### src/rtl/calendar_keeper_if.sv
// calendar_keeper_if: bundle of tick/load requests and committed-date/status signals for calendar_keeper
// master drives day_tick, load, date_in, wday_in and observes results; slave is the calendar itself.
interface calendar_keeper_if #(
    parameter int YEAR_W = 12
);
    logic              day_tick;
    logic              load;
    logic [YEAR_W+8:0] date_in;
    logic [2:0]        wday_in;
    logic [YEAR_W+8:0] date_out;
    logic [2:0]        wday;
    logic              leap;
    logic              busy;
    logic              load_ok;
    logic              load_err;
    logic              new_month;
    logic              new_year;
    modport master (
        output day_tick, load, date_in, wday_in,
        input  date_out, wday, leap, busy, load_ok, load_err, new_month, new_year
    );
    modport slave (
        input  day_tick, load, date_in, wday_in,
        output date_out, wday, leap, busy, load_ok, load_err, new_month, new_year
    );
endinterface

### src/rtl/calendar_keeper.sv
// calendar_keeper: Gregorian day/month/year/weekday counter with validated loads via a sequential mod-400 engine
// Ports: clk; rst_n (async, active-low); bus (slave): day_tick, load, date_in {day,month,year}, wday_in in;
//        date_out, wday, leap, busy, load_ok, load_err, new_month, new_year out.
module calendar_keeper #(
    parameter int YEAR_W    = 12,
    parameter int YEAR_BASE = 0,
    parameter int RST_DAY   = 1,
    parameter int RST_MONTH = 1,
    parameter int RST_YEAR  = 0,
    parameter int RST_WDAY  = 0
) (
    input  logic             clk,
    input  logic             rst_n,
    calendar_keeper_if.slave bus
);
    typedef enum logic [1:0] {IDLE, CALC, CHECK} state_t;
    localparam logic [8:0]        Y400_RST  = 9'((YEAR_BASE + RST_YEAR) % 400);
    localparam logic [8:0]        Y400_WRAP = 9'(YEAR_BASE % 400);
    localparam logic [YEAR_W:0]   R400      = (YEAR_W + 1)'(400);
    localparam logic [YEAR_W:0]   R_BASE    = (YEAR_W + 1)'(YEAR_BASE);
    localparam logic [YEAR_W-1:0] Y_ONE     = YEAR_W'(1);
    localparam logic [YEAR_W-1:0] Y_MAX     = '1;

    function automatic logic [4:0] month_len(input logic [3:0] m, input logic lp);
        return (m == 4'd2) ? (lp ? 5'd29 : 5'd28) :
               (m == 4'd4 || m == 4'd6 || m == 4'd9 || m == 4'd11) ? 5'd30 : 5'd31;
    endfunction

    function automatic logic is_leap(input logic [8:0] y);
        return y[1:0] == 2'd0 && y != 9'd100 && y != 9'd200 && y != 9'd300;
    endfunction

    state_t            state, state_nx;
    logic [4:0]        day, st_day;
    logic [3:0]        month, st_month;
    logic [YEAR_W-1:0] year, st_year;
    logic [2:0]        wd, st_wd;
    logic [8:0]        y400, y400_stage;
    logic [YEAR_W:0]   rem;
    logic              ok_q, err_q, nm_q, ny_q;
    logic              leap, accept, calc_sub, calc_end, st_valid, commit, reject, tick, last_day, last_month;

    always_ff @(posedge clk or negedge rst_n) begin
        if (!rst_n) state <= IDLE;
        else        state <= state_nx;
    end

    always_comb begin
        state_nx = (state == IDLE) ? (bus.load ? CALC : IDLE) :
                   (state == CALC) ? ((rem < R400) ? CHECK : CALC) : IDLE;
    end

    always_comb begin
        leap       = is_leap(y400);
        accept     = state == IDLE && bus.load;
        calc_sub   = state == CALC && rem >= R400;
        calc_end   = state == CALC && rem < R400;
        st_valid   = st_month >= 4'd1 && st_month <= 4'd12 && st_day >= 5'd1 &&
                     st_day <= month_len(st_month, is_leap(y400_stage));
        commit     = state == CHECK && st_valid;
        reject     = state == CHECK && !st_valid;
        // The commit edge owns the committed registers, so a tick there is dropped.
        tick       = bus.day_tick && state != CHECK;
        last_day   = day == month_len(month, leap);
        last_month = month == 4'd12;
    end

    always_ff @(posedge clk or negedge rst_n) begin
        if (!rst_n) begin
            day        <= 5'(RST_DAY);
            month      <= 4'(RST_MONTH);
            year       <= YEAR_W'(RST_YEAR);
            wd         <= 3'(RST_WDAY);
            y400       <= Y400_RST;
            st_day     <= '0;
            st_month   <= '0;
            st_year    <= '0;
            st_wd      <= '0;
            rem        <= '0;
            y400_stage <= '0;
            ok_q       <= 1'b0;
            err_q      <= 1'b0;
            nm_q       <= 1'b0;
            ny_q       <= 1'b0;
        end else begin
            ok_q  <= commit;
            err_q <= reject;
            nm_q  <= tick && last_day;
            ny_q  <= tick && last_day && last_month;
            if (commit) begin
                day   <= st_day;
                month <= st_month;
                year  <= st_year;
                wd    <= st_wd;
                y400  <= y400_stage;
            end else if (tick) begin
                wd <= (wd == 3'd6) ? 3'd0 : wd + 3'd1;
                if (!last_day) begin
                    day <= day + 5'd1;
                end else begin
                    day <= 5'd1;
                    if (last_month) begin
                        month <= 4'd1;
                        year  <= (year == Y_MAX) ? '0 : year + Y_ONE;
                        y400  <= (year == Y_MAX) ? Y400_WRAP : (y400 == 9'd399) ? 9'd0 : y400 + 9'd1;
                    end else begin
                        month <= month + 4'd1;
                    end
                end
            end
            if (accept) begin
                st_day   <= bus.date_in[YEAR_W+8:YEAR_W+4];
                st_month <= bus.date_in[YEAR_W+3:YEAR_W];
                st_year  <= bus.date_in[YEAR_W-1:0];
                st_wd    <= bus.wday_in;
                rem      <= R_BASE + {1'b0, bus.date_in[YEAR_W-1:0]};
            end else if (calc_sub) begin
                rem <= rem - R400;
            end
            if (calc_end) y400_stage <= rem[8:0];
        end
    end

    assign bus.date_out  = {day, month, year};
    assign bus.wday      = wd;
    assign bus.leap      = leap;
    assign bus.busy      = state != IDLE;
    assign bus.load_ok   = ok_q;
    assign bus.load_err  = err_q;
    assign bus.new_month = nm_q;
    assign bus.new_year  = ny_q;
endmodule
### src/flat_wrapper.sv
// flat-port wrapper written by rule: the top's interface ports become plain ports
module calendar_keeper_flat 
#(
    parameter int YEAR_W    = 12,
    parameter int YEAR_BASE = 0,
    parameter int RST_DAY   = 1,
    parameter int RST_MONTH = 1,
    parameter int RST_YEAR  = 0,
    parameter int RST_WDAY  = 0
)
  (clk, rst_n, bus_day_tick, bus_load, bus_date_in, bus_wday_in, bus_date_out, bus_wday, bus_leap, bus_busy, bus_load_ok, bus_load_err, bus_new_month, bus_new_year);
  calendar_keeper_if #(.YEAR_W(YEAR_W)) bus_i ();
  input  logic clk;
  input  logic rst_n;
  input wire logic [$bits(bus_i.day_tick)-1:0] bus_day_tick;
  input wire logic [$bits(bus_i.load)-1:0] bus_load;
  input wire logic [$bits(bus_i.date_in)-1:0] bus_date_in;
  input wire logic [$bits(bus_i.wday_in)-1:0] bus_wday_in;
  output wire logic [$bits(bus_i.date_out)-1:0] bus_date_out;
  output wire logic [$bits(bus_i.wday)-1:0] bus_wday;
  output wire logic [$bits(bus_i.leap)-1:0] bus_leap;
  output wire logic [$bits(bus_i.busy)-1:0] bus_busy;
  output wire logic [$bits(bus_i.load_ok)-1:0] bus_load_ok;
  output wire logic [$bits(bus_i.load_err)-1:0] bus_load_err;
  output wire logic [$bits(bus_i.new_month)-1:0] bus_new_month;
  output wire logic [$bits(bus_i.new_year)-1:0] bus_new_year;
  assign bus_i.day_tick = bus_day_tick;
  assign bus_i.load = bus_load;
  assign bus_i.date_in = bus_date_in;
  assign bus_i.wday_in = bus_wday_in;
  assign bus_date_out = bus_i.date_out;
  assign bus_wday = bus_i.wday;
  assign bus_leap = bus_i.leap;
  assign bus_busy = bus_i.busy;
  assign bus_load_ok = bus_i.load_ok;
  assign bus_load_err = bus_i.load_err;
  assign bus_new_month = bus_i.new_month;
  assign bus_new_year = bus_i.new_year;
  calendar_keeper #(.YEAR_W(YEAR_W), .YEAR_BASE(YEAR_BASE), .RST_DAY(RST_DAY), .RST_MONTH(RST_MONTH), .RST_YEAR(RST_YEAR), .RST_WDAY(RST_WDAY)) u_core (.clk(clk), .rst_n(rst_n), .bus(bus_i));
endmodule
### config.mk
export PLATFORM = sky130hd
export DESIGN_NAME = calendar_keeper_flat
export DESIGN_NICKNAME = d
export VERILOG_FILES = /design/src/rtl/calendar_keeper_if.sv /design/src/rtl/calendar_keeper.sv /design/src/flat_wrapper.sv
export SDC_FILE = /design/constraint.sdc
export NUM_CORES = 1
export LEC_CHECK = 0
export ABC_AREA = 1
export BUFFER_PORTS_ARGS = -buffer_cell sky130_fd_sc_hd__buf_2
export CORE_MARGIN = 4
export CORE_UTILIZATION = 42
export DETAILED_ROUTE_END_ITERATION = 7
export PLACE_DENSITY = 0.67
export SYNTH_ARGS = -nofsm -noshare
export SYNTH_HDL_FRONTEND = slang
export SYNTH_SLANG_ARGS = --single-unit
export TNS_END_PERCENT = 20
### constraint.sdc
create_clock -name clk -period 2.7 [get_ports clk]
set_clock_uncertainty 0.15 [all_clocks]
set_input_delay 0.54 -clock clk [delete_from_list [all_inputs] [get_ports clk]]
set_output_delay 0.54 -clock clk [all_outputs]
set_load 0.05 [all_outputs]
# Yosys cells after proc, flatten, opt, wreduce, memory -nomap -nowiden
# Cells that the tools add are included.
[op_classes]
n_addsub = 6
mul = 0
div_mod_pow = 0
n_lt_le_gt_ge = 6
n_eq_ne = 24
shifts = 0
n_mux = 33
bitwise = 0
n_reduce_logical = 34
[op_table]
columns = ["cell", "n"]
rows = [
  ["two-way mux 12 bit", 5],
  ["two-way mux 9 bit", 6],
  ["two-way mux 13 bit", 2],
  ["two-way mux 5 bit", 5],
  ["equality test 4 bit (second input constant)", 5],
  ["!= test 9 x 7 -> 1 bit (second input constant)", 2],
  ["!= test 9 x 8 -> 1 bit (second input constant)", 2],
  ["!= test 9 bit (second input constant)", 2],
  ["logical AND 1 bit", 17],
  ["equality test 4 x 3 -> 1 bit (second input constant)", 4],
  ["two-way mux 4 bit", 4],
  ["greater-or-equal comparator 13 x 9 -> 1 bit (second input constant)", 1],
  ["< comparator 13 x 9 -> 1 bit (second input constant)", 1],
  ["subtractor 13 x 9 -> 13 bit (second input constant)", 1],
  ["adder 12 x 1 -> 12 bit (second input constant)", 1],
  ["equality test 12 bit (second input constant)", 1],
  ["nonzero test 2 bit", 5],
  ["adder 9 x 1 -> 9 bit (second input constant)", 1],
  ["equality test 9 bit (second input constant)", 1],
  ["two-way mux 3 bit", 3],
  ["equality test 4 x 2 -> 1 bit (second input constant)", 2],
  ["zero test 2 bit", 3],
  ["logical OR 1 bit", 6],
  ["two-way mux 2 bit", 3],
  ["16 further kinds", 20],
]
[totals]
ff_bits = 85
latchBits = 0
ramBits = 0
romBits = 0
input_bits = 28
out_inout_bits = 30
n_memories = 0

# Longest topological paths before layout
# Gate-level depths: netlist of run 1.
[logic_depth]
word_depth = 11
mapped_depth = 16
mapped_depth_nobuf = 15

# Worst setup path before layout of run 1
# No wires, ideal clock.
[synth_timing]
path_kind = "reg2reg"
from = "reg u_core.y400_stage[8]"
to = "reg u_core.year[10]"
arrival_ps = 2226
required_ps = 2429
path_slack_ps = 204
stages_incl_launch_ff = 16
path_buffers = 2
path_cell_list = "dfrtp_1 -> inv_1 -> nand2_1 -> a21oi_1 -> a21oi_1 -> a311o_1 -> a21oi_1 -> ha_1 -> a21oi_1 -> nand4_1 -> nand3_1 -> buf_2 -> clkbuf_1 -> o21ai_0 -> nand4_1 -> nand2_1"
[synth_between]
elab_chain_len = 11
[synth_rtl]
columns = ["element", "line_no", "text"]
rows = [
  ["from (decl)", "calendar_keeper.sv:38", "logic [8:0] y400, y400_stage;"],
  ["from (signal assigned)", "calendar_keeper.sv:120", "if (calc_end) y400_stage <= rem[8:0];"],
  ["!= test 9 x 7 -> 1 bit", "calendar_keeper.sv:30", "return y[1:0] == 2'd0 && y != 9'd100 && y != 9'd200 && y != 9'd300;"],
  ["logical AND 1 bit (2 in a row)", "calendar_keeper.sv:30", ""],
  ["logical AND 1 bit *", "calendar_keeper.sv:30", ""],
  ["two-way mux 1 bit *", "calendar_keeper.sv:25", "return (m == 4'd2) ? (lp ? 5'd29 : 5'd28) :"],
  ["two-way mux 5 bit *", "calendar_keeper.sv:25", ""],
  ["<= comparator 5 bit (not written as such) *", "calendar_keeper.sv:59", "st_day <= month_len(st_month, is_leap(y400_stage));"],
  ["logical AND 1 bit *", "calendar_keeper.sv:58", "st_valid = st_month >= 4'd1 && st_month <= 4'd12 && st_day >= 5'd1 &&"],
  ["logical AND 1 bit *", "calendar_keeper.sv:60", "commit = state == CHECK && st_valid;"],
  ["nonzero test 2 bit (no source line)", "n/a", ""],
  ["AND reduction 3 bit (no source line)", "n/a", ""],
  ["to (signal assigned)", "calendar_keeper.sv:72", "year <= YEAR_W'(RST_YEAR);"],
  ["to (signal assigned)", "calendar_keeper.sv:93", "year <= st_year;"],
  ["to (signal assigned)", "calendar_keeper.sv:104", "year <= (year == Y_MAX) ? '0 : year + Y_ONE;"],
  ["to (decl)", "calendar_keeper.sv:36", "logic [YEAR_W-1:0] year, st_year;"],
]
# Mark *: on every way between the ends. The rest lies on a longest branch, timed or not.
# A chain may end at the register's enable or synchronous reset.

# Worst setup path in the final report of run 1
[layout_timing]
from = "reg u_core.y400_stage[3]"
to = "reg u_core.y400[3]"
[layout_between]
elab_chain_len = 11
[layout_rtl]
columns = ["element", "line_no", "text"]
rows = [
  ["!= test 9 x 7 -> 1 bit", "calendar_keeper.sv:30", ""],
  ["logical AND 1 bit (3 in a row)", "calendar_keeper.sv:30", ""],
  ["two-way mux 1 bit", "calendar_keeper.sv:25", ""],
  ["two-way mux 5 bit", "calendar_keeper.sv:25", ""],
  ["<= comparator 5 bit (not written as such)", "calendar_keeper.sv:59", ""],
  ["logical AND 1 bit", "calendar_keeper.sv:58", ""],
  ["logical AND 1 bit", "calendar_keeper.sv:60", ""],
  ["nonzero test 2 bit (no source line)", "n/a", ""],
  ["AND reduction 3 bit (no source line)", "n/a", ""],
  ["to (signal assigned)", "calendar_keeper.sv:95", "y400 <= y400_stage;"],
  ["to (signal assigned)", "calendar_keeper.sv:105", "y400 <= (year == Y_MAX) ? Y400_WRAP : (y400 == 9'd399) ? 9'd0 : y400 + 9'd1;"],
  ["to (decl)", "calendar_keeper.sv:38", ""],
]
# Several ways; a longest one is shown, not always the timed one.

==> metrics.md, run 1 <==
| Metric | Value |
|---|---|
| Status | complete, no violations |
| I/O Buffers | 57 |
| Vias per cell | between 5 and 6 |
| Die X | 116 microns |
| Cell count after placement | about 810 |
| Flops & latches, synth | 85 |
| Hold Crit Start | bus_wday_in[2] |
| Largest net degree at the start of global routing | 56 |
| GR Overflow Total | 0 |
| Design area | a little under 6000 sq um |
| Seq/Total Area, Yosys | a little over two fifths |
| Antenna violations before repair | 0 |
| Mux share of post-synthesis cell area | 0% |
| CP delay by family, top | compound AO/OA/AOI/OAI gates |
| Synth Area in Adders | 3.09% |
| Slew HR | 60.6% |
| Final wirelength | 12.2 mm |
| CTS tree | built |
| Layout area overhead | 20.0% |
| Post-synthesis compound-gate area fraction | around 12% |
| R2R Path Start | u_core.y400_stage[3] |
| Crit path launch | u_core.y400_stage[3] |
| Internal Power | between 3000 and 4000 uW |
| Mapped cell area | slightly below 5000 sq um |
| Post-Synth XOR/XNOR Area | 2.88% |
| Total number of vias | approximately 4400 |
| Worst-path clk slew | around 60 ps |
| Critical Path Start Type | register |
| Row cnt | 39 |
| DP HPWL | 8.52 mm |
| Clock power share | around a quarter |
| Flop-to-flop setup slack | approximately 60 ps |
| Fin. Hold Viols | 0 |
| Total CTS buffers | 9 |
| Leakage | 0.00291 uW |
| Wire per inst | 14.7 microns |
| First-pass GRT wire length | between 20 and 25 mm |
| TritonRoute pass-1 iters | 5 |
| Post-synth ARST share | 100% |
| Critical path class | reg -> reg |
| Yosys warns | 0 |
| Worst r2r path cells | 14 |
| Cells after Synth | about 630 |
| Die Area | 13400 sq um |
| Finished Layout Cells | 833 |
| Worst Setup End Kind | register |
| Worst Path Buf+Inv | 2 |
| Post-synth top area share | roughly 43% |
| Crit-path max FO | 15 |
| Yosys top cell by area | dfrtp_1 |
| Later-pin clock latency in the skew report | 350 ps |
| Fillcell total | 1061 |
| Nets | 725 |
| Vias in the first global route | between 4000 and 5000 |
| Post-synth EDFFs | 0 |
| Placed cell area | roughly 5400 sq um |
| Final min period | approximately 2600 ps |
| Crit-path slowest cell | dfrtp_1 |
| Commonest register cell after synthesis | dfrtp_1 |
| Top post-synthesis cells by area | dfrtp_1, nand2_1, o21ai_0 |
| Simple-Gate Fraction of Synth Area | a little under a third |
| Global-route usage over all layers | between 10% and 20% |
| Reg power frac | between 30% and 40% |
| Max-Cap Viols | 0 |
| Fmax | 0.379 GHz |
| Total Power | approximately 5700 uW |
| Clock H-tree levels | 3 |
| Diodes inserted | 0 |
| Ports | 58 |
| CP Depth | 14 |
| Req. time, crit path | 2780 ps |
| Clock Tree Buf Depth | 2 |
| Switch Pwr | between 2000 and 2500 uW |
| Drt first-iter violations | 241 |
| Slew Limit Fails | 0 |
| Worst vdd ir | between 0.0006 and 0.0007 V |
| Die Y | roughly 120 microns |
| Hold Crit Class | in -> reg |
| RSZ-0062 raised after global routing | true |
| Core Area | 11400 sq um |
| Final setup viols | 0 |
| Comb pwr share | between 30% and 40% |
| Root Buffer | clkbuf_16 |
| Library cells used by synthesis | 39 |
| CP max stage delay | 420 ps |
| DRC Markers | 0 |
| Clock sink total | between 80 and 90 |
| Main combinational cell family by area after synthesis | simple AND/OR/NAND/NOR gates |
| DRT antenna net count | 0 |
| Post-synthesis net count | between 600 and 700 |
| Crit-path cells | a21oi_2 -> nor2_1 -> a311o_1 -> a21oi_2 -> ha_1 -> a21oi_2 -> nand4_1 -> nand3_4 -> inv_2 -> buf_12 -> nand2_1 -> o21ai_0 -> nand4_1 -> nand2_1 |
| Worst EP arrival | around 2700 ps |
| Syn Area/Cell | ~7.8 sq um |
| Worst Tran Pin Value | about 590 ps |
| PD cells | between 900 and 1000 nW/um^2 |
| GP Congestion | ~0.87 |
| Layout cells sized above 1 | between 20% and 30% |
| Crit path top cell by count | a21oi_2 |
| Sw Ratio | 41.4% |
| Initial Util | 42.8% |
| Worst hold path depth | 3 |
| Fin crit share | 97.8% |
-- state kept, by name, indices dropped and copies added (netlist names), 2 cells and up --
name               cells
u_core.rem            13
u_core.st_year        12
u_core.year           12
u_core.y400            9
u_core.y400_stage      9
u_core.day             5
u_core.st_day          5
u_core.month           4
u_core.st_month        4
u_core.bus.wday        3
u_core.st_wd           3
u_core.state           2
-- what timing repair did --
action	4_1_cts	5_1_grt
hold buffers	1	0
hold endpoints to repair	3	0
buffers inserted	0	1
gates cloned	1	1
resized for setup	1	22
setup endpoints to repair	21	33
pin swaps	0	16
-- layer usage --
metal | vias up | routed length, microns | GRT usage [%]
met5 | - | 0 | 0
met4 | 0 | 206 | 7.28
met3 | 21 | 710 | 2.72
met2 | 119 | 5630 | 30.5
met1 | 2076 | 5690 | 27.1
li1 | 2201 | - | -
-- cell usage after synthesis, drive strengths merged (4+ instances only) --
library cell / instances
ha: 12
nand3: 68
xor2: 11
dfrtp: 83
o21bai: 4
nor2: 36
buf: 18
xnor2: 5
nand3b: 5
nand4: 26
o21ai: 74
nor3: 7
nand2: 164
a21oi: 11
clkbuf: 9
a31oi: 4
inv: 69
-- logic make-up (layout without fill, tap and decap cells) --
logic type / Yosys count / after routing
buffers and inverters: 97 / 162
adder cells (fa/ha/maj): 12 / 12
AND/OR/NAND/NOR: 312 / 312
XOR/XNOR: 16 / 16
flip-flops: 85 / 85
AO/OA/AOI/OAI: 103 / 103
-- final timing paths --
| kind | end |
|---|---|
| min in group asynchronous | u_core.year[9] |
| setup reg to reg | u_core.y400[3] |
| hold / removal | u_core.st_wd[2] |
| hold reg to reg | u_core.st_year[8] |
| setup / recovery | u_core.y400[3] |
| max in group asynchronous | u_core.st_day[1] |
-- cells in the final DEF (no fill, tap or decap), types with 2 or more instances in the layout --
cell and count:
nor3_1 5, a21oi_1 7, inv_1 58, clkbuf_16 10, buf_12 5, nand2_2 5
buf_2 56, nand2_1 158, a31oi_1 4, o21ai_1 20, o211ai_1 3, nor2_1 32
nand3_1 52, dfrtp_1 83, inv_6 2, dfstp_2 2, o21ai_0 53, nand4_1 26
nand3b_1 5, and3_1 2, ha_1 12, bufinv_16 3, a21oi_2 4, buf_4 11
nor2_2 3, o22ai_1 2, nand3_2 15, nor4_1 3, xor2_1 11, o21bai_1 4
xnor2_1 5, inv_2 11
-- metrics by stage --
step / setup WS, ps / utilization [%] / hold WS [ps] / setup TNS, ps
2_1_floorplan: 204 / - / 94.4 / 0
3_3_place_gp: 74.3 / 47.2 / 325 / 0
3_5_place_dp: -32.8 / 47.2 / 334 / -288
4_1_cts: 5.07 / 50.6 / 239 / 0
5_1_grt: -132 / 51.3 / 264 / -2470
6_report: 60.0 / 51.3 / 246 / 0
-- worst min-delay path, cell delays in order --
cell and delay, ps:
buf_2 80, nand2_1 40, nand2_1 40
-- final cells by class --
class | count | area [sq um] | share of cell area (%)
multi-input cells | 443 | 2380 | 40.8
flip-flops and latches | 85 | 2130 | 36.5
repair buffers | 76 | 537 | 9.20
inverters | 70 | 263 | 4.50
clock buffers | 9 | 225 | 3.86
well taps | 143 | 179 | 3.07
clock inverters | 7 | 121 | 2.08
-- power by group through the flow --
stage	logic (uW)	registers [uW]	clock network [uW]
after detailed placement	2100	2070	0
after global routing	2490	2130	1520
after floorplan	1320	2230	0
after CTS	2150	2050	1460
final	2210	2070	1440
after global placement	2040	2060	0
(Power assumes the default switching activity.)
==> inputs of run 2 (changes only) <==
==> constraint.sdc (replaced) <==
create_clock -name clk -period 3.3 [get_ports clk]
set_clock_uncertainty 0.15 [all_clocks]
set_input_delay 0.66 -clock clk [delete_from_list [all_inputs] [get_ports clk]]
set_output_delay 0.66 -clock clk [all_outputs]
set_load 0.05 [all_outputs]
==> metrics.md, run 2 (synthesized netlist as in run 1, its figures left out) <==
| Metric | Value |
|---|---|
| Status | complete, no violations |
| RSZ-0062 raised after global routing | false |
| Slew HR | 58.6% (-2.0 points) |
| Biggest register | u_core.rem |
| TritonRoute pass-1 iters | 4 (-1) |
| Die Y | 116 microns (unchanged) |
| CTS tree | built |
| DRC Markers | 0 (unchanged) |
| Crit-path max FO | 49 (+34) |
| Worst vdd ir | 0.000445 V (-30%) |
| Leakage | 0.00280 uW (-3.9%) |
| Antenna violations before repair | 0 (unchanged) |
| GP Congestion | 0.873 (-0.17%) |
| I/O Buffers | 57 (unchanged) |
| Worst EP arrival | 3130 ps (+410 ps) |
| GR Overflow Total | 0 (unchanged) |
| Vias per cell | 5.26 (-0.87%) |
| Final wirelength | 11.9 mm (-2.8%) |
| Top flop regs | u_core.rem x13, u_core.st_year x12, u_core.year x12 |
| Drt first-iter violations | 281 (+17%) |
| Row cnt | 39 (unchanged) |
| Critical path class | reg -> reg |
| Most frequent cells in the layout | nand2_1, dfrtp_1, o21ai_0 |
| Nets | 715 (-1.4%) |
| Resized Gates After CTS | 0 (-1) |
| Total CTS buffers | 9 (unchanged) |
| Post-CTS setup buffer count | 0 (unchanged) |
| Final setup viols | 0 (unchanged) |
| Global-route usage over all layers | 19.1% (-0.18 points) |
| Core Area | 11400 sq um (unchanged) |
| Total number of vias | 4326 (-2.1%) |
| Clock H-tree levels | 3 (unchanged) |
| Critical Path Start Type | register |
| Worst-path clk slew | 60 ps (about the same) |
| Fin. Hold Viols | 0 (unchanged) |
| Fmax | 0.333 GHz (-12%) |
| Largest register FFs | 13 (unchanged) |
| First-pass GRT wire length | 20.3 mm (-1.2%) |
| Vias in the first global route | 4150 (-2.6%) |
| R2R Path Start | u_core.y400_stage[8] |
| Clock sink total | 85 (unchanged) |
| Hold Crit Class | in -> async |
| Max-Cap Viols | 0 (unchanged) |
| Hold Buf Count CTS | 0 (-1) |
| Worst Tran Pin Value | 620 ps (+32.7 ps) |
| PD cells | 783 nW/um^2 (-20%) |
| Most common cell after layout, fill and taps aside | nand2_1 |
| Layout cells sized above 1 | 17.6% (-2.5 points) |
| Flop-to-flop setup slack | 300 ps (+240 ps) |
| Later-pin clock latency in the skew report | 340 ps (about the same) |
| Total Power | 4360 uW (-24%) |
| Fillcell total | 1112 (+4.8%) |
| DP HPWL | 8.61 mm (+1.1%) |
| DRT antenna net count | 0 (unchanged) |
| Initial Util | 42.8% (unchanged) |
| Slew Limit Fails | 0 (unchanged) |
| Root Buffer | clkbuf_16 |
| Clock Tree Buf Depth | 2 (unchanged) |
| Wire per inst | 14.4 microns (-1.6%) |
| Capturing point of the worst reg2reg path | u_core.y400[6] |
| Layout area overhead | 14.4% |
| Die Area | 13400 sq um (unchanged) |
| Fin crit share | 91.0% (-6.7 points) |
| Worst r2r path cells | 16 (+2) |
| Worst Setup End Kind | register |
| Diodes inserted | 0 (unchanged) |
| Die X | 116 microns (unchanged) |
| Final min period | 3000 ps (+365 ps) |
| Largest net degree at the start of global routing | 50 (-11%) |
| Ports | 58 (unchanged) |
| Req. time, crit path | 3420 ps (+640 ps) |
| Setup Total Neg Slack | 0 ps (unchanged) |
-- run 2: area by class of cell --
class / count / area, sq um / share of cell area (%)
Multi-Input combinational cell: 443 / 2330 / 42.0
Sequential cell: 85 / 2130 / 38.3
Timing Repair Buffer: 66 / 368 / 6.62
Inverter: 70 / 263 / 4.73
Clock buffer: 11 / 253 / 4.55
Tap cell: 143 / 179 / 3.22
Clock inverter: 5 / 33.8 / 0.608
-- run 2: worst max-delay path, stage by stage (launching register included) --
cell and delay (ps):
dfrtp_1 360, inv_1 130, nand2_1 80, a21oi_1 120
a21oi_1 50, a311o_1 270, a21oi_1 130, ha_1 250
a21oi_1 130, nand4_1 180, nand3_4 200, buf_4 180
buf_12 230, nand3b_1 100, o21ai_0 90, nand4_1 130
nand2_1 120
-- run 2: report_power, final --
group	internal [uW]	total [uW]	switching [uW]
Sequential	1400	1690	290
Combinational	529	1700	1170
Clock	551	968	417
-- run 2: metrics by stage --
| step | std cells | hold WS, ps | utilization, % | area, sq um | setup WS [ps] |
|---|---|---|---|---|---|
| after floorplan | 625 | 214 | - | 4860 | 804 |
| after global placement | 807 | 331 | 46.3 | 5270 | 346 |
| after detailed placement | 807 | 340 | 46.3 | 5270 | 326 |
| after CTS | 823 | 177 | 48.8 | 5550 | 298 |
| after global routing | 823 | 206 | 48.9 | 5560 | 39.4 |
| final | 823 | 153 | 48.9 | 5560 | 295 |
-- run 2: worst max-delay path by stage --
stage | start | endpoint | slack (ps)
after global placement | u_core.y400_stage[8] | u_core.y400[6] | 350
after CTS | u_core.y400_stage[8] | u_core.y400[6] | 300
final | u_core.y400_stage[8] | u_core.y400[6] | 300
after floorplan | u_core.y400_stage[8] | u_core.year[10] | 800
after detailed placement | u_core.y400_stage[8] | u_core.y400[6] | 330
after global routing | u_core.y400_stage[8] | u_core.y400[0] | 40
-- run 2: per-layer routing --
metal	part of all wire [%]	track usage [%]
met1	47	27.9
met2	45	28.4
met3	5.1	3.19
met4	2.2	7.75
met5	0	0
